### config.mk
export PLATFORM = sky130hd
export DESIGN_NAME = calc_engine_flat
export DESIGN_NICKNAME = d
export VERILOG_FILES = /design/src/rtl/calc_pkg.sv /design/src/rtl/calc_engine_if.sv /design/src/rtl/bin2bcd_seq.sv /design/src/rtl/calc_engine.sv /design/src/flat_wrapper.sv
export SDC_FILE = /design/constraint.sdc
export NUM_CORES = 1
export LEC_CHECK = 0
export ABC_AREA = 1
export BUFFER_PORTS_ARGS = -buffer_cell sky130_fd_sc_hd__clkbuf_2
export CORE_ASPECT_RATIO = 0.75
export CORE_MARGIN = 3
export CORE_UTILIZATION = 50
export DETAILED_ROUTE_END_ITERATION = 10
export GPL_ROUTABILITY_DRIVEN = 0
export PLACE_DENSITY = 0.72
export SLEW_MARGIN = 5
export SYNTH_ARGS = -nofsm -noshare
export SYNTH_HDL_FRONTEND = slang
export SYNTH_SLANG_ARGS = --single-unit
### constraint.sdc
create_clock -name clk -period 2.7 [get_ports clk]
set_input_delay 0.135 -clock clk [delete_from_list [all_inputs] [get_ports clk]]
set_output_delay 0.135 -clock clk [all_outputs]
set_load 0.02 [all_outputs]
### src/rtl/calc_pkg.sv
// Shared definitions for the keypad calculator engine.
//   op_t    : operator codes carried on the oper input and the oper_latched output
//   state_t : engine FSM states
//   MAX_VAL : largest magnitude representable with a given number of decimal digits
package calc_pkg;

    typedef enum logic [2:0] {
        OP_NONE = 3'd0,
        OP_ADD  = 3'd1,
        OP_SUB  = 3'd2,
        OP_MUL  = 3'd3,
        OP_DIV  = 3'd4,
        OP_NEG  = 3'd6
    } op_t;

    typedef enum logic [2:0] {
        IDLE,
        ARITH,
        MUL,
        DIV,
        CONV,
        DONE
    } state_t;

    // 10^digits - 1
    function automatic int unsigned MAX_VAL(input int unsigned digits);
        int unsigned v;
        v = 1;
        for (int unsigned i = 0; i < digits; i++) begin
            v = v * 10;
        end
        return v - 1;
    endfunction

endpackage

### src/rtl/calc_engine_if.sv
// Keypad / display bundle of the calculator engine.
//   master : keypad side, drives digit_valid/digit, oper_valid/oper, equals, clear
//            and observes bcd, negative, oper_latched, busy, err
//   slave  : the engine, the mirror image
interface calc_engine_if #(
    parameter int unsigned DIGITS = 3
);
    import calc_pkg::*;

    logic                  digit_valid;
    logic [3:0]            digit;
    logic                  oper_valid;
    logic [2:0]            oper;
    logic                  equals;
    logic                  clear;
    logic [4*DIGITS-1:0]   bcd;
    logic                  negative;
    op_t                   oper_latched;
    logic                  busy;
    logic                  err;

    modport master (
        output digit_valid, digit, oper_valid, oper, equals, clear,
        input  bcd, negative, oper_latched, busy, err
    );

    modport slave (
        input  digit_valid, digit, oper_valid, oper, equals, clear,
        output bcd, negative, oper_latched, busy, err
    );

endinterface

### src/rtl/bin2bcd_seq.sv
// Sequential binary-to-BCD converter (double-dabble), one bit per cycle.
//   clk, rst_n : clock, synchronous active-low reset
//   abort      : drop any conversion in progress
//   start      : load bin and begin; restarts a running conversion
//   bin        : binary magnitude to convert
//   done       : high during the cycle that performs the last shift step;
//                bcd holds the complete result from the following cycle on
//   bcd        : BCD result, digit 0 in bits [3:0]
module bin2bcd_seq #(
    parameter int unsigned DIGITS = 3,
    parameter int unsigned MAG_W  = 10
) (
    input  logic                clk,
    input  logic                rst_n,
    input  logic                abort,
    input  logic                start,
    input  logic [MAG_W-1:0]    bin,
    output logic                done,
    output logic [4*DIGITS-1:0] bcd
);
    localparam int unsigned CNT_W = $clog2(MAG_W + 1);

    logic [MAG_W-1:0]    bin_q;
    logic [4*DIGITS-1:0] bcd_q;
    logic [4*DIGITS-1:0] bcd_adj;
    logic [CNT_W-1:0]    cnt_q;
    logic                run_q;

    // add-3 correction on every digit that would reach 10 or more after the shift
    always_comb begin
        bcd_adj = bcd_q;
        for (int unsigned i = 0; i < DIGITS; i++) begin
            if (bcd_q[4*i +: 4] >= 4'd5) begin
                bcd_adj[4*i +: 4] = bcd_q[4*i +: 4] + 4'd3;
            end
        end
    end

    always_ff @(posedge clk) begin
        if (!rst_n || abort) begin
            bin_q <= '0;
            bcd_q <= '0;
            cnt_q <= '0;
            run_q <= 1'b0;
        end else if (start) begin
            bin_q <= bin;
            bcd_q <= '0;
            cnt_q <= CNT_W'(MAG_W);
            run_q <= 1'b1;
        end else if (run_q) begin
            {bcd_q, bin_q} <= {bcd_adj, bin_q} << 1;
            cnt_q          <= cnt_q - CNT_W'(1);
            if (cnt_q == CNT_W'(1)) begin
                run_q <= 1'b0;
            end
        end
    end

    assign done = run_q && (cnt_q == CNT_W'(1));
    assign bcd  = bcd_q;

endmodule

### src/rtl/calc_engine.sv
// Keypad calculator engine: decimal entry, sign-magnitude add/sub/mul/div with
// left-to-right chaining, sequential BCD conversion of the result.
//   clk   : single clock, rising edge
//   rst_n : synchronous active-low reset
//   bus   : calc_engine_if.slave -- keypad pulses in; bcd, negative,
//           oper_latched, busy, err out
module calc_engine #(
    parameter int unsigned DIGITS = 3,
    parameter int unsigned MAG_W  = 10
) (
    input  logic         clk,
    input  logic         rst_n,
    calc_engine_if.slave bus
);
    import calc_pkg::*;

    localparam int unsigned CNT_W  = $clog2(DIGITS + 1);
    localparam int unsigned STEP_W = $clog2(MAG_W);
    localparam logic [CNT_W-1:0]   DIG_CNT   = CNT_W'(DIGITS);
    localparam logic [STEP_W-1:0]  LAST_STEP = STEP_W'(MAG_W - 1);
    localparam logic [2*MAG_W-1:0] MAX_2W    = (2*MAG_W)'(MAX_VAL(DIGITS));

    if (DIGITS < 1 || DIGITS > 6) begin : g_bad_digits
        $error("calc_engine: DIGITS must be in 1..6");
    end
    if ((64'd1 << MAG_W) <= 64'(MAX_VAL(DIGITS))) begin : g_bad_mag_w
        $error("calc_engine: MAG_W too narrow for DIGITS");
    end

    state_t              state_q, state_d;
    logic [4*DIGITS-1:0] bcd_q, bcd_d;
    logic                neg_q, neg_d;
    op_t                 oper_q, oper_d;
    op_t                 pend_q, pend_d;        // operator latched when the result lands
    logic [MAG_W-1:0]    a_mag_q, a_mag_d;
    logic                a_neg_q, a_neg_d;
    logic [MAG_W-1:0]    disp_q, disp_d;        // binary shadow of the displayed magnitude
    logic [MAG_W-1:0]    res_mag_q, res_mag_d;
    logic                res_neg_q, res_neg_d;
    logic [CNT_W-1:0]    cnt_q, cnt_d;          // digits in the current entry
    logic                fresh_q, fresh_d;      // next digit starts a new entry
    logic                entered_q, entered_d;  // an operand was keyed since the operator
    logic                err_q, err_d;
    logic [2*MAG_W-1:0]  acc_q, acc_d;
    logic [2*MAG_W-1:0]  mcand_q, mcand_d;
    logic [MAG_W-1:0]    mplier_q, mplier_d;
    logic [MAG_W-1:0]    rem_q, rem_d;
    logic [MAG_W-1:0]    quo_q, quo_d;
    logic [MAG_W-1:0]    dvsr_q, dvsr_d;
    logic [STEP_W-1:0]   step_q, step_d;

    // datapath helpers
    logic                b_neg_eff;
    logic [MAG_W:0]      arith_mag;
    logic                arith_neg;
    logic [2*MAG_W-1:0]  acc_nxt;
    logic [MAG_W:0]      rem_sh;
    logic [MAG_W-1:0]    rem_nx;
    logic [MAG_W-1:0]    quo_nx;

    // control helpers
    logic                launch;
    op_t                 launch_pend;
    logic                fin;
    logic                fin_bad;
    logic                fin_neg;
    logic [2*MAG_W-1:0]  fin_mag;
    logic [4*DIGITS-1:0] base_bcd;
    logic [MAG_W-1:0]    base_mag;
    logic [CNT_W-1:0]    base_cnt;
    logic                base_neg;

    logic                conv_start;
    logic [MAG_W-1:0]    conv_bin;
    logic                conv_done;
    logic [4*DIGITS-1:0] conv_bcd;

    bin2bcd_seq #(
        .DIGITS (DIGITS),
        .MAG_W  (MAG_W)
    ) u_conv (
        .clk   (clk),
        .rst_n (rst_n),
        .abort (bus.clear),
        .start (conv_start),
        .bin   (conv_bin),
        .done  (conv_done),
        .bcd   (conv_bcd)
    );

    // sign-magnitude add/sub, one shift-add step, one restoring-divide step
    always_comb begin
        b_neg_eff = neg_q ^ (oper_q == OP_SUB);
        if (a_neg_q == b_neg_eff) begin
            arith_mag = {1'b0, a_mag_q} + {1'b0, disp_q};
            arith_neg = a_neg_q;
        end else if (a_mag_q >= disp_q) begin
            arith_mag = {1'b0, a_mag_q - disp_q};
            arith_neg = a_neg_q;
        end else begin
            arith_mag = {1'b0, disp_q - a_mag_q};
            arith_neg = b_neg_eff;
        end

        acc_nxt = mplier_q[0] ? (acc_q + mcand_q) : acc_q;

        rem_sh = {rem_q, quo_q[MAG_W-1]};
        if (rem_sh >= {1'b0, dvsr_q}) begin
            rem_nx = rem_sh[MAG_W-1:0] - dvsr_q;
            quo_nx = {quo_q[MAG_W-2:0], 1'b1};
        end else begin
            rem_nx = rem_sh[MAG_W-1:0];
            quo_nx = {quo_q[MAG_W-2:0], 1'b0};
        end
    end

    always_comb begin
        state_d     = state_q;
        bcd_d       = bcd_q;
        neg_d       = neg_q;
        oper_d      = oper_q;
        pend_d      = pend_q;
        a_mag_d     = a_mag_q;
        a_neg_d     = a_neg_q;
        disp_d      = disp_q;
        res_mag_d   = res_mag_q;
        res_neg_d   = res_neg_q;
        cnt_d       = cnt_q;
        fresh_d     = fresh_q;
        entered_d   = entered_q;
        err_d       = err_q;
        acc_d       = acc_q;
        mcand_d     = mcand_q;
        mplier_d    = mplier_q;
        rem_d       = rem_q;
        quo_d       = quo_q;
        dvsr_d      = dvsr_q;
        step_d      = step_q;
        conv_start  = 1'b0;
        conv_bin    = '0;
        launch      = 1'b0;
        launch_pend = OP_NONE;
        fin         = 1'b0;
        fin_bad     = 1'b0;
        fin_neg     = 1'b0;
        fin_mag     = '0;

        // a digit after an operator or a result starts from an empty display
        base_bcd = fresh_q ? '0 : bcd_q;
        base_mag = fresh_q ? '0 : disp_q;
        base_cnt = fresh_q ? '0 : cnt_q;
        base_neg = fresh_q ? 1'b0 : neg_q;

        if (bus.clear) begin
            state_d   = IDLE;
            bcd_d     = '0;
            neg_d     = 1'b0;
            oper_d    = OP_NONE;
            pend_d    = OP_NONE;
            a_mag_d   = '0;
            a_neg_d   = 1'b0;
            disp_d    = '0;
            cnt_d     = '0;
            fresh_d   = 1'b0;
            entered_d = 1'b0;
            err_d     = 1'b0;
        end else begin
            case (state_q)
                IDLE: begin
                    if (!err_q) begin
                        if (bus.equals) begin
                            if (oper_q != OP_NONE) begin
                                launch      = 1'b1;
                                launch_pend = OP_NONE;
                            end
                        end else if (bus.oper_valid) begin
                            case (bus.oper)
                                OP_NEG: begin
                                    if (disp_q != '0) begin
                                        neg_d = ~neg_q;
                                    end
                                end
                                OP_ADD, OP_SUB, OP_MUL, OP_DIV: begin
                                    if (oper_q == OP_NONE) begin
                                        a_mag_d   = disp_q;
                                        a_neg_d   = neg_q;
                                        oper_d    = op_t'(bus.oper);
                                        fresh_d   = 1'b1;
                                        entered_d = 1'b0;
                                    end else if (entered_q) begin
                                        launch      = 1'b1;
                                        launch_pend = op_t'(bus.oper);
                                    end else begin
                                        oper_d = op_t'(bus.oper);
                                    end
                                end
                                default: ;
                            endcase
                        end else if (bus.digit_valid && (bus.digit <= 4'd9)) begin
                            // a zero keyed into an empty entry still counts as an operand
                            bcd_d     = base_bcd;
                            disp_d    = base_mag;
                            cnt_d     = base_cnt;
                            neg_d     = base_neg;
                            fresh_d   = 1'b0;
                            entered_d = 1'b1;
                            if (!(bus.digit == 4'd0 && base_cnt == '0) && (base_cnt < DIG_CNT)) begin
                                bcd_d  = (base_bcd << 4) | (4*DIGITS)'(bus.digit);
                                disp_d = base_mag * MAG_W'(10) + MAG_W'(bus.digit);
                                cnt_d  = base_cnt + CNT_W'(1);
                            end
                        end
                    end
                end
                ARITH: begin
                    fin     = 1'b1;
                    fin_mag = (2*MAG_W)'(arith_mag);
                    fin_neg = arith_neg;
                end
                MUL: begin
                    acc_d    = acc_nxt;
                    mcand_d  = mcand_q << 1;
                    mplier_d = mplier_q >> 1;
                    step_d   = step_q + STEP_W'(1);
                    if (step_q == LAST_STEP) begin
                        fin     = 1'b1;
                        fin_mag = acc_nxt;
                        fin_neg = res_neg_q;
                    end
                end
                DIV: begin
                    rem_d  = rem_nx;
                    quo_d  = quo_nx;
                    step_d = step_q + STEP_W'(1);
                    if (step_q == LAST_STEP) begin
                        fin     = 1'b1;
                        fin_mag = (2*MAG_W)'(quo_nx);
                        fin_neg = res_neg_q;
                        fin_bad = (dvsr_q == '0);
                    end
                end
                CONV: begin
                    if (conv_done) begin
                        state_d = DONE;
                    end
                end
                DONE: begin
                    bcd_d     = conv_bcd;
                    neg_d     = res_neg_q;
                    disp_d    = res_mag_q;
                    a_mag_d   = res_mag_q;
                    a_neg_d   = res_neg_q;
                    oper_d    = pend_q;
                    pend_d    = OP_NONE;
                    fresh_d   = 1'b1;
                    entered_d = 1'b0;
                    state_d   = IDLE;
                end
                default: state_d = IDLE;
            endcase

            if (launch) begin
                pend_d    = launch_pend;
                res_neg_d = a_neg_q ^ neg_q;
                step_d    = '0;
                case (oper_q)
                    OP_ADD, OP_SUB: state_d = ARITH;
                    OP_MUL: begin
                        acc_d    = '0;
                        mcand_d  = (2*MAG_W)'(a_mag_q);
                        mplier_d = disp_q;
                        state_d  = MUL;
                    end
                    OP_DIV: begin
                        rem_d   = '0;
                        quo_d   = a_mag_q;
                        dvsr_d  = disp_q;
                        state_d = DIV;
                    end
                    default: ;
                endcase
            end

            // results that cannot be shown bypass conversion and latch the error
            if (fin) begin
                if (fin_bad || (fin_mag > MAX_2W)) begin
                    err_d   = 1'b1;
                    bcd_d   = '0;
                    neg_d   = 1'b0;
                    disp_d  = '0;
                    fresh_d = 1'b1;
                    state_d = IDLE;
                end else begin
                    res_mag_d  = fin_mag[MAG_W-1:0];
                    res_neg_d  = fin_neg && (fin_mag != '0);
                    conv_start = 1'b1;
                    conv_bin   = fin_mag[MAG_W-1:0];
                    state_d    = CONV;
                end
            end
        end
    end

    always_ff @(posedge clk) begin
        if (!rst_n) begin
            state_q   <= IDLE;
            bcd_q     <= '0;
            neg_q     <= 1'b0;
            oper_q    <= OP_NONE;
            pend_q    <= OP_NONE;
            a_mag_q   <= '0;
            a_neg_q   <= 1'b0;
            disp_q    <= '0;
            res_mag_q <= '0;
            res_neg_q <= 1'b0;
            cnt_q     <= '0;
            fresh_q   <= 1'b0;
            entered_q <= 1'b0;
            err_q     <= 1'b0;
            acc_q     <= '0;
            mcand_q   <= '0;
            mplier_q  <= '0;
            rem_q     <= '0;
            quo_q     <= '0;
            dvsr_q    <= '0;
            step_q    <= '0;
        end else begin
            state_q   <= state_d;
            bcd_q     <= bcd_d;
            neg_q     <= neg_d;
            oper_q    <= oper_d;
            pend_q    <= pend_d;
            a_mag_q   <= a_mag_d;
            a_neg_q   <= a_neg_d;
            disp_q    <= disp_d;
            res_mag_q <= res_mag_d;
            res_neg_q <= res_neg_d;
            cnt_q     <= cnt_d;
            fresh_q   <= fresh_d;
            entered_q <= entered_d;
            err_q     <= err_d;
            acc_q     <= acc_d;
            mcand_q   <= mcand_d;
            mplier_q  <= mplier_d;
            rem_q     <= rem_d;
            quo_q     <= quo_d;
            dvsr_q    <= dvsr_d;
            step_q    <= step_d;
        end
    end

    assign bus.bcd          = bcd_q;
    assign bus.negative     = neg_q;
    assign bus.oper_latched = oper_q;
    assign bus.busy         = (state_q != IDLE);
    assign bus.err          = err_q;

endmodule

### src/flat_wrapper.sv
// flat-port wrapper written by rule: the top's interface ports become plain ports
module calc_engine_flat import calc_pkg::*;
#(
    parameter int unsigned DIGITS = 3,
    parameter int unsigned MAG_W  = 10
)
  (clk, rst_n, bus_digit_valid, bus_digit, bus_oper_valid, bus_oper, bus_equals, bus_clear, bus_bcd, bus_negative, bus_oper_latched, bus_busy, bus_err);
  calc_engine_if #(.DIGITS(DIGITS)) bus_i ();
  input  logic clk;
  input  logic rst_n;
  input wire logic [$bits(bus_i.digit_valid)-1:0] bus_digit_valid;
  input wire logic [$bits(bus_i.digit)-1:0] bus_digit;
  input wire logic [$bits(bus_i.oper_valid)-1:0] bus_oper_valid;
  input wire logic [$bits(bus_i.oper)-1:0] bus_oper;
  input wire logic [$bits(bus_i.equals)-1:0] bus_equals;
  input wire logic [$bits(bus_i.clear)-1:0] bus_clear;
  output wire logic [$bits(bus_i.bcd)-1:0] bus_bcd;
  output wire logic [$bits(bus_i.negative)-1:0] bus_negative;
  output wire logic [$bits(bus_i.oper_latched)-1:0] bus_oper_latched;
  output wire logic [$bits(bus_i.busy)-1:0] bus_busy;
  output wire logic [$bits(bus_i.err)-1:0] bus_err;
  assign bus_i.digit_valid = bus_digit_valid;
  assign bus_i.digit = bus_digit;
  assign bus_i.oper_valid = bus_oper_valid;
  assign bus_i.oper = bus_oper;
  assign bus_i.equals = bus_equals;
  assign bus_i.clear = bus_clear;
  assign bus_bcd = bus_i.bcd;
  assign bus_negative = bus_i.negative;
  assign bus_oper_latched = bus_i.oper_latched;
  assign bus_busy = bus_i.busy;
  assign bus_err = bus_i.err;
  calc_engine #(.DIGITS(DIGITS), .MAG_W(MAG_W)) u_core (.clk(clk), .rst_n(rst_n), .bus(bus_i));
endmodule
* Word-level counts from Yosys, hierarchy flattened
Cells that the tools add are included.
** Cells by class
- Add/sub/neg operators :: 12
- Bitwise logic cells :: 10
- Eq/ne operators :: 26
- Multiply operators :: 1
- Reduce and logical (&&, ||, !) cells :: 36
- Muxes and demuxes :: 145
- Magnitude comparators :: 8
** Operators with widths (count)
- $mux 10 :: 30
- $mux 20 :: 9
- $mux 12 :: 8
- $mux 3 :: 20
- $pmux 20 s3 :: 1
- $mux 1 :: 56
- $pmux 10 s2 :: 2
- $sub 10x10->10 :: 3
- $mux 4 :: 6
- $pmux 12 s2 :: 1
- $add 20x20->20 :: 1
- $gt 20x10->1 const B :: 1
- $reduce_bool 20->1 :: 1
- $eq 3x2->1 const B :: 6
- $reduce_and 6->1 :: 3
- $eq 3x3->1 const B :: 5
- $ge 4x3->1 const B :: 3
- $or 12x4->12 :: 1
- $pmux 1 s2 :: 6
- $pmux 3 s2 :: 2
- $add 10x10->11 :: 1
- $ge 11x10->1 :: 1
- $mux 11 :: 1
- $add 10x4->10 :: 1
- 36 further kinds :: 69
** Storage, ports and cells
- Register bits after elaboration :: 170
- Output and inout port bits :: 18
- Word-level logic and storage cells :: 264
- Bits of input ports :: 13

* Depth between registers and ports, before layout
Gate-level depths: netlist of run 1.
- Depth in word-level cells :: 13
- Gate-level depth with buffers :: 24
- Depth with buffers taken out :: 23

* Modules after synthesis
From an unflattened synthesis of run 1, not the netlist that was laid out.
** Second synthesis, totals
- Cell total of the unflattened synthesis :: 2065
- Area total of the unflattened synthesis :: 13013.7 um^2
** By module, submodules not included
- calc_engine :: seq. area each 2862.7 um^2, times used 1, cells each 1868, area each 11567.3 um^2
- bin2bcd_seq :: seq. area each 540.5 um^2, times used 1, cells each 197, area each 1446.4 um^2

* Worst setup path after synthesis of run 1
OpenSTA, ideal clock, no wires.
- Path kind :: register to register
- Start point :: register u_core.fresh_q
- End point :: register u_core.disp_q[9]
- Required time :: 2.579 ns
- Period minus slack after synthesis :: 2.915 ns
- Path buffers :: 2
- Library setup time :: 0.121 ns
- Arrival :: 2.794 ns
- Slack :: -0.215 ns
- Stages on the path, launching flop included :: 17
- Cell sequence :: dfxtp_1 -> clkbuf_1 -> clkbuf_1 -> nor2_1 -> ha_1 -> ha_1 -> inv_1 -> fa_1 -> inv_1 -> nand2_1 -> nor2_1 -> nand2_1 -> or2_2 -> a21oi_1 -> o21ai_0 -> nand3_1 -> a31oi_1
** On the way
- Word-level cells in the longest chain between the ends :: 13
- Elaborated cells between the ends (all ways) :: 17
- Classes of those cells :: add/sub: 1; mul: 1; order compare: 1; mux: 10; reduce/logical: 4
** RTL lines
- start: declaration :: line calc_engine.sv:41 : logic fresh_q, fresh_d;
- start signal: assignment :: line calc_engine.sv:339 : fresh_q <= fresh_d;
- parallel branches: the longest is 5 deep, another holds $mul 10x3->9
- $mux 10 * :: line calc_engine.sv:207 : if (!(bus.digit == 4'd0 && base_cnt == '0) && (base_cnt < DIG_CNT)) begin
- $mux 10 * :: line calc_engine.sv:199 : end else if (bus.digit_valid && (bus.digit <= 4'd9)) begin
- $mux 10 * :: line calc_engine.sv:176 : end else if (bus.oper_valid) begin
- $mux 10 * :: line calc_engine.sv:171 : if (bus.equals) begin
- $mux 10 * :: line calc_engine.sv:170 : if (!err_q) begin
- $pmux 10 s2 * :: line calc_engine.sv:168 : case (state_q)
- $mux 10 :: line calc_engine.sv:286 : if (fin_bad || (fin_mag > MAX_2W)) begin
- $mux 10 * :: line calc_engine.sv:285 : if (fin) begin
- end signal: assignment :: line calc_engine.sv:335 : disp_q <= disp_d;
- end: declaration :: line calc_engine.sv:37 : logic [MAG_W-1:0] disp_q, disp_d;
Mark *: on every way between the ends.
A chain may end at the register's enable or synchronous reset.

* Worst setup path after layout of run 1
- Start point :: register u_core.mcand_q[9]
- End point :: register u_core.neg_q (netlist: u_core.bus.negative)
** On the way
- Word-level cells in the longest chain between the ends :: 9
** RTL lines
- start: declaration :: line calc_engine.sv:45 : logic [2*MAG_W-1:0] mcand_q, mcand_d;
- start signal: assignment :: line calc_engine.sv:343 : mcand_q <= mcand_d;
- $add 20x20->20 :: line calc_engine.sv:105 : acc_nxt = mplier_q[0] ? (acc_q + mcand_q) : acc_q;
- $mux 20 :: line calc_engine.sv:105
- $mux 20 :: line calc_engine.sv:225 : if (step_q == LAST_STEP) begin
- $pmux 20 s3 :: line calc_engine.sv:168
- $mux 20 :: line calc_engine.sv:154 : if (bus.clear) begin
- $gt 20x10->1 :: line calc_engine.sv:286
- $logic_or 1x1->1 :: line calc_engine.sv:286
- $mux 1 :: line calc_engine.sv:286
- $mux 1 :: line calc_engine.sv:285
- end signal: assignment :: line calc_engine.sv:330 : neg_q <= neg_d;
- end: declaration :: line calc_engine.sv:32 : logic neg_q, neg_d;
No other way between the ends. The select of a mux whose other input is x is not followed.

==> results.yml, run 1 <==
sta:
  whs_ps: 51.0
  max_freq_ghz: 0.333
  finClkSkew_ps: 15.8
  slew_headroom_pct: 50.8
  fin_crit_sh_pct: 111
  min_period_ps: 3000
  hold_viol: 0
  setup_viol: 65
  worst_pin_slew_ps: 734
  finalWorstSetupSlack_ps: -302
  setup_tns_ps: -14070
  rsz0062_at_grt: "true"
  slew_violations: 0
placed_design:
  dpl.cell_count: 2459
  port_buffers: 30
  place_hpwl_um: 31100
  dp_worst_setup_slack_ps: -536
clocking:
  cts_made_buffers: 17
  cts.sinks: 170
  htree_num_levels: 4
  cts_tree: "done"
  cts_buffer_depth: 2
  clkTransAtPathRegs_ps: 80
  clk_latency_ps: 450
  clockRootBuffer: "clkbuf_16"
drt:
  drtIter0Drc: 2013
  routedWlPerCell_um: 18.1
  drt_pass1_iterations: 8
  via_per_inst: 5.89
  dr_total_vias: 15002
  drtAntennaViolNets: 0
  drcViolationCount: 0
  wirelength_um: 46300
synthesis:
  async_flop_share_pct: 0
  syn_inst: 1952
  ys_seq_elements: 170
  avgSynthCellArea_um2: 6.37
  syn_nets: 2056
  ys_warn_count: 0
  synth_flop_cell: "dfxtp_1"
  syn-cell-area_um2: 12400
  ys_seq_area_share_pct: 27.4
  synth_edf_count: 0
  synth_cell_types: 53
floorplanning:
  fp-row-count: 49
  die_area_um2: 26800
  die_w_um: 188
  die_height_um: 143
  core_area_um2: 24200
  io_pins: 31
  initial_core_util_pct: 51.4
layout:
  multi_input_area_um2: 8860
  regArea_um2: 3450
  fillCellCount: 1823
  instances_no_fill: 2549
  num_antenna_cells: 0
  syn_to_final_growth_pct: 35.3
  final_util_pct: 69.5
  fin_nets: 2309
  drive_gt1_share_pct: 30.3
power:
  power.density_nw_per_um2: 338
  p_leak_nw: 7.59
  irDropWorstVdd_v: 0.000521
critical_path:
  crit_arrival_ps: 3350
  cp_slowest_cell: "dfxtp_2"
  worst-path-max-fanout: 6
  cp-start-kind: "flop"
  crit_family: "compound AO/OA/AOI/OAI gates"
  criticalPathCategory: "reg2reg"
  critPathMostFrequentCell: "nand2_2"
  crit_chain: "ha_4 > buf_4 > nand2_1 > nand2_2 > inv_1 > nand2_2 > a21oi_2 > nand2_2 > a21oi_2 > inv_1 > nand2_2 > nand3_2 > nand2_2 > nand3_4 > a21oi_4 > buf_4 > buf_6 > nand3_4 > buf_12 > a311oi_2"
  crit_required_ps: 3050
  slowest_delay_ps: 340
  end_kind: "flop"
  crit_buf_inv: 6
global_route:
  grt_max_degree: 52
  grt_pass1_vias: 13116
  antenna_found_initial: 0
  grt_pass1_wl_um: 69100
  overflow: 0
  track_usage_pct: 31.6
status:
  violations: "setup timing"
  status: "complete, but fails checks"
flow_run:
  max_cap_violations: 0
hold_path:
  min_path_type: "in2reg"
==> final timing paths <==
check                                   startpoint                               end  slack, ps  depth (start not counted)
setup / recovery    u_core.mcand_q[9]$_SDFFE_PN0N_    u_core.bus.negative$_SDFF_PP0_       -300                         20
hold / removal                         bus_oper[2]     u_core.pend_q[2]$_SDFFE_PP0P_         50                          3
setup reg to reg    u_core.mcand_q[9]$_SDFFE_PN0N_    u_core.bus.negative$_SDFF_PP0_       -300                         20
hold reg to reg   u_core.res_mag_q[7]$_SDFFE_PN0P_  u_core.res_mag_q[7]$_SDFFE_PN0P_        480                          2
==> routing by layer <==
metal / global-route usage, % / up-vias / share of wire [%]
met5: 0 / - / 0
met3: 5.15 / 160 / 12
met1: 46.0 / 6898 / 42
met2: 48.4 / 1000 / 43
li1: - / 6944 / -
met4: 8.84 / 0 / 3.4
==> synthesized netlist by cell type, types with 25 or more instances <==
cell type  number  area, um2
a21oi_1       140        701
clkbuf_1       54        203
dfxtp_1       170       3400
ha_1           84       1050
inv_1         263        987
nand2_1       495       1860
nand3_1       136        681
nand4_1        27        169
nor2_1        148        556
nor3_1         25        125
o21ai_0       175        876
o22ai_1        30        188
==> per-stage QoR <==
step	total power [mW]	cell area (um2)
floorplan	2.93	12500
global route	5.83	16800
global placement	3.10	14400
CTS	5.59	15800
detailed placement	3.11	14400
finish	5.68	16800
==> cell usage in the layout, fill, tap and decap left out, types with 5 or more instances in the layout <==
cell       count
a21oi_1      111
a21oi_2       32
a221oi_1      10
a31oi_1       14
a32o_1        13
buf_4        248
buf_6         27
clkbuf_16     19
clkbuf_2      30
dfxtp_1      139
dfxtp_2       27
fa_2           5
ha_1          50
ha_2           5
ha_4          29
inv_1        244
inv_2         30
nand2_1      417
nand2_2       72
nand2_4       17
nand3_1      109
nand3_2       22
nand3_4        7
nand4_1       27
nor2_1       123
nor2_2        20
nor2_4        14
nor3_1        19
nor3_2         6
o211ai_1      18
o21ai_0      157
o21ai_1       18
o22ai_1       30
or2_2          8
xnor2_1        5
xor2_1        19
==> cell type report <==
cell class | count | area share [%]
well taps | 331 | 2.46
clock buffers | 17 | 2.53
clock inverters | 15 | 0.929
inverters | 280 | 6.36
multi-input cells | 1424 | 52.6
flip-flops and latches | 170 | 20.5
repair buffers | 312 | 14.6
==> what timing repair did <==
item,CTS,global route
hold buffers,0,0
pin swaps,48,70
setup endpoints to repair,64,86
setup buffers,28,30
gates cloned,1,3
gates resized for setup,149,220
==> flip-flops by register name, summed over array words and instances (netlist names), 10 cells and up <==
register,flops
u_core.u_conv.bcd,12
u_core.bus.bcd,12
u_core.dvsr_q,10
u_core.a_mag_q,10
u_core.mplier_q,10
u_core.mcand_q,20
u_core.rem_q,10
u_core.quo_q,10
u_core.u_conv.bin_q,10
u_core.acc_q,20
u_core.disp_q,10
u_core.res_mag_q,10
==> power by group <==
group,leakage [nW],internal [mW],switching [mW]
Clock,0.285,1.24,1.25
Sequential,1.39,2.52,0.0149
Combinational,5.92,0.232,0.431
Total,7.59,3.98,1.70
==> worst register-to-register path, cell delays in order (launching register included) <==
cell and delay, ps:
dfxtp_2 340, ha_4 250, buf_4 130, nand2_1 70, nand2_2 60, inv_1 70, nand2_2 70, a21oi_2 170
nand2_2 100, a21oi_2 170, inv_1 90, nand2_2 60, nand3_2 80, nand2_2 120, nand3_4 90, a21oi_4 260
buf_4 190, buf_6 100, nand3_4 110, buf_12 190, a311oi_2 190
==> logic make-up (layout without fill, tap and decap cells) <==
| kind of cell | count (synthesis) | after routing | share of synthesized area (%) |
|---|---|---|---|
| fa+ha+maj | 91 | 91 | 9.57 |
| flops | 170 | 170 | 27.4 |
| simple gates | 874 | 875 | 29.9 |
| compound gates | 430 | 430 | 19.7 |
| buf+inv | 359 | 624 | 11.4 |
| xor+xnor | 28 | 28 | 2.09 |
No activity file was read; power rests on OpenSTA's default activity.
==> run 2: changes to the inputs <==
--- a/config.mk
+++ b/config.mk
@@ -5,11 +5,12 @@
 export SDC_FILE = /design/constraint.sdc
 export NUM_CORES = 1
 export LEC_CHECK = 0
-export ABC_AREA = 1
+export ABC_AREA = 0
 export BUFFER_PORTS_ARGS = -buffer_cell sky130_fd_sc_hd__clkbuf_2
 export CORE_ASPECT_RATIO = 0.75
 export CORE_MARGIN = 3
 export CORE_UTILIZATION = 50
+export CTS_CLUSTER_SIZE = 30
 export DETAILED_ROUTE_END_ITERATION = 10
 export GPL_ROUTABILITY_DRIVEN = 0
 export PLACE_DENSITY = 0.72
==> run 2 against run 1 <==
The run still ends with setup timing left. Final area is 7.6% lower. Sequential share of layout area is 1.5 points higher. Clock skew is 4.1 ps lower. Count of clock-buffer cells in the layout is 2 higher. Largest power group is now clock. Die area is 6.1% lower. Sequential cell count stayed put. Clock power is 4% higher. Worst hold slack better by 5.8 ps. Synthesized cell count is 26% lower.
==> results.yml, run 2 <==
synthesis:
  synth_top_family_by_area: "compound AO/OA/AOI/OAI gates"
  synthTopCellsByArea: "dfxtp_1 (29%), ha_1 (9.0%), a21oi_1 (5.1%)"
  yosysMostFrequentCell: "dfxtp_1"
  synthMuxAreaShare_pct: 5.06
  avgSynthCellArea_um2: 8.05
  syn_inst: 1447
  yosys.area_share.simple_pct: 18.8
  synth_top_area_cell: "dfxtp_1"
  syn-cell-area_um2: 11600
  synth_edf_count: 0
  synth_flop_cell: "dfxtp_1"
  ys_seq_elements: 170
  synth_cell_types: 92
  synthTopCellsByCount: "dfxtp_1 (170), nand2_1 (147), a21oi_1 (119)"
  ys_warn_count: 0
  async_flop_share_pct: 0
  synthXorXnorAreaFrac_pct: 3.88
  ys_seq_area_share_pct: 29.2
  syn_nets: 1551
  synth-adder-area-share_pct: 10.2
  yosysTopAreaCellShare_pct: 29.2
  synth_compound_area_share_pct: 27.4
status:
  violations: "setup timing"
  status: "complete, but fails checks"
clocking:
  clk_latency_ps: 450
  cts.sinks: 170
  htree_num_levels: 4
  clkTransAtPathRegs_ps: 70
  cts_buffer_depth: 2
  clockRootBuffer: "clkbuf_16"
  cts_made_buffers: 17
  cts_tree: "done"
hold_path:
  min-delay-start: "bus_oper[2]"
  min_to: "u_core.bus.oper_latched[2]$_SDFFE_PP0P_"
  min_path_type: "in2reg"
  hold_depth: 3
critical_path:
  worst-path-max-fanout: 5
  cp-start-kind: "flop"
  rr_endpoint: "u_core.res_mag_q[3]$_SDFFE_PN0P_"
  criticalPathCategory: "reg2reg"
  ff2ff_path_depth: 16
  end_kind: "flop"
  crit_arrival_ps: 4040
  r2r_start: "u_core.disp_q[0]$_SDFF_PP0_"
  crit_required_ps: 3070
  r2r_setup_slack_ps: -970
sta:
  slew_headroom_pct: 50.1
  fin_crit_sh_pct: 136
  max_freq_ghz: 0.272
  hold_viol: 0
  min_period_ps: 3670
  finClkSkew_ps: 11.6
  setup_viol: 64
  rsz0062_at_grt: "true"
  slew_violations: 0
  worst_pin_slew_ps: 747
  finalWorstSetupSlack_ps: -970
drt:
  drcViolationCount: 0
  dr_total_vias: 12954
  drt_pass1_iterations: 9
  drtIter0Drc: 1910
  drtAntennaViolNets: 0
  wirelength_um: 41900
  via_per_inst: 6.33
  routedWlPerCell_um: 20.5
layout:
  top_regs: "u_core.acc_q x20, u_core.mcand_q x20"
  mostFrequentLayoutCells: "buf_4 (312), dfxtp_1 (159), nand2_1 (147)"
  fillCellCount: 1686
  drive_gt1_share_pct: 30.0
  regArea_um2: 3430
  fin_nets: 1845
  multi_input_area_um2: 8180
  syn_to_final_growth_pct: 33.5
  final_common_cell: "buf_4"
  num_antenna_cells: 0
  final_util_pct: 69.2
power:
  power.density_nw_per_um2: 360
  irDropWorstVdd_v: 0.000484
  power_mw: 5.60
  p_leak_nw: 6.57
global_route:
  track_usage_pct: 31.1
  overflow: 0
  grt_pass1_wl_um: 63500
  grt_max_degree: 65
  grt_pass1_vias: 11675
  antenna_found_initial: 0
floorplanning:
  die_area_um2: 25200
  die_height_um: 138
  fp-row-count: 47
  die_w_um: 182
  core_area_um2: 22500
  io_pins: 31
  initial_core_util_pct: 51.9
placed_design:
  place_hpwl_um: 29600
  dp_worst_setup_slack_ps: -1110
  port_buffers: 30
flow_run:
  max_cap_violations: 0
[run 2: cell types whose count changed after synthesis, sizes merged, moves of 39 or more]
cell,change
inv,-208
nand3,-107
nor2,-48
mux2i,+39
nand2,-360
o21ai,-60
[run 2: layout make-up]
| cell class | count | share of cell area (%) |
|---|---|---|
| repair buffers | 358 | 17.4 |
| flip-flops and latches | 170 | 22.0 |
| inverters | 71 | 1.73 |
| clock buffers | 19 | 2.85 |
| well taps | 294 | 2.37 |
| clock inverters | 13 | 1.01 |
| multi-input cells | 1123 | 52.6 |
[run 2: critical path: stages, from the launching register on]
cell and delay, ps:
dfxtp_4 370, buf_6 120, ha_4 150, inv_2 60, fa_2 230, a21oi_4 70, o211a_4 300, o211ai_4 230
mux2i_1 270, mux2_1 350, or4_4 500, nand3_2 100, o41a_4 170, buf_6 130, nand4_4 140, buf_4 210
mux2i_2 190
[run 2: cell families (layout without fill, tap and decap cells)]
logic type	Yosys count	after routing
AO/OA/AOI/OAI	483	483
flip-flops	170	170
XOR/XNOR	50	50
multiplexers	55	55
buffers and inverters	155	461
AND/OR/NAND/NOR	443	444
adder cells (fa/ha/maj)	91	91
[run 2: what timing repair did]
item,in CTS,in global routing
setup endpoints to repair,65,92
setup buffers,10,7
pin swaps,31,17
gates resized for setup,67,45
endpoints found under the hold margin,2,0
hold buffers,2,0
cloned,2,0
[run 2: worst max path at each step]
stage               slack, ps                                  end                            from
global route            -1070  u_core.u_conv.bin_q[1]$_SDFFE_PP0P_     u_core.disp_q[0]$_SDFF_PP0_
global placement        -1070  u_core.u_conv.bin_q[2]$_SDFFE_PP0P_  u_core.mcand_q[0]$_SDFFE_PN0N_
finish                   -970     u_core.res_mag_q[3]$_SDFFE_PN0P_     u_core.disp_q[0]$_SDFF_PP0_
CTS                      -860  u_core.u_conv.bin_q[7]$_SDFFE_PP0P_     u_core.disp_q[0]$_SDFF_PP0_
floorplan                -710     u_core.res_mag_q[4]$_SDFFE_PN0P_     u_core.disp_q[6]$_SDFF_PP0_
detailed placement      -1110        u_core.res_neg_q$_SDFFE_PN0N_     u_core.disp_q[0]$_SDFF_PP0_
[run 2: routing by layer]
metal	vias to the layer above	global-route usage, %	part of all wire (%)
met1	6092	47.3	43
met2	825	42.4	41
met4	0	8.97	3.3
li1	5872	-	-
met3	165	8.85	13
met5	-	0	0
[run 2: per-stage QoR]
| step | instance area (um2) | hold WS [ps] | std cells | setup TNS (ps) |
|---|---|---|---|---|
| 6_report | 15500 | 56.8 | 2048 | -56560 |
| 5_1_grt | 15500 | 61.5 | 2048 | -62920 |
| 4_1_cts | 15300 | 40.6 | 2042 | -50480 |
| 3_5_place_dp | 14300 | 454 | 1996 | -63510 |
| 3_3_place_gp | 14300 | 441 | 1996 | -61420 |
| 2_1_floorplan | 11800 | 296 | 1447 | -34280 |
[run 2: where the power goes]
part / total, mW / internal [mW] / switching [mW] / leakage (nW)
combinational: 0.481 / 0.195 / 0.286 / 4.89
sequential: 2.52 / 2.51 / 0.00903 / 1.38
clock: 2.60 / 1.42 / 1.18 / 0.298
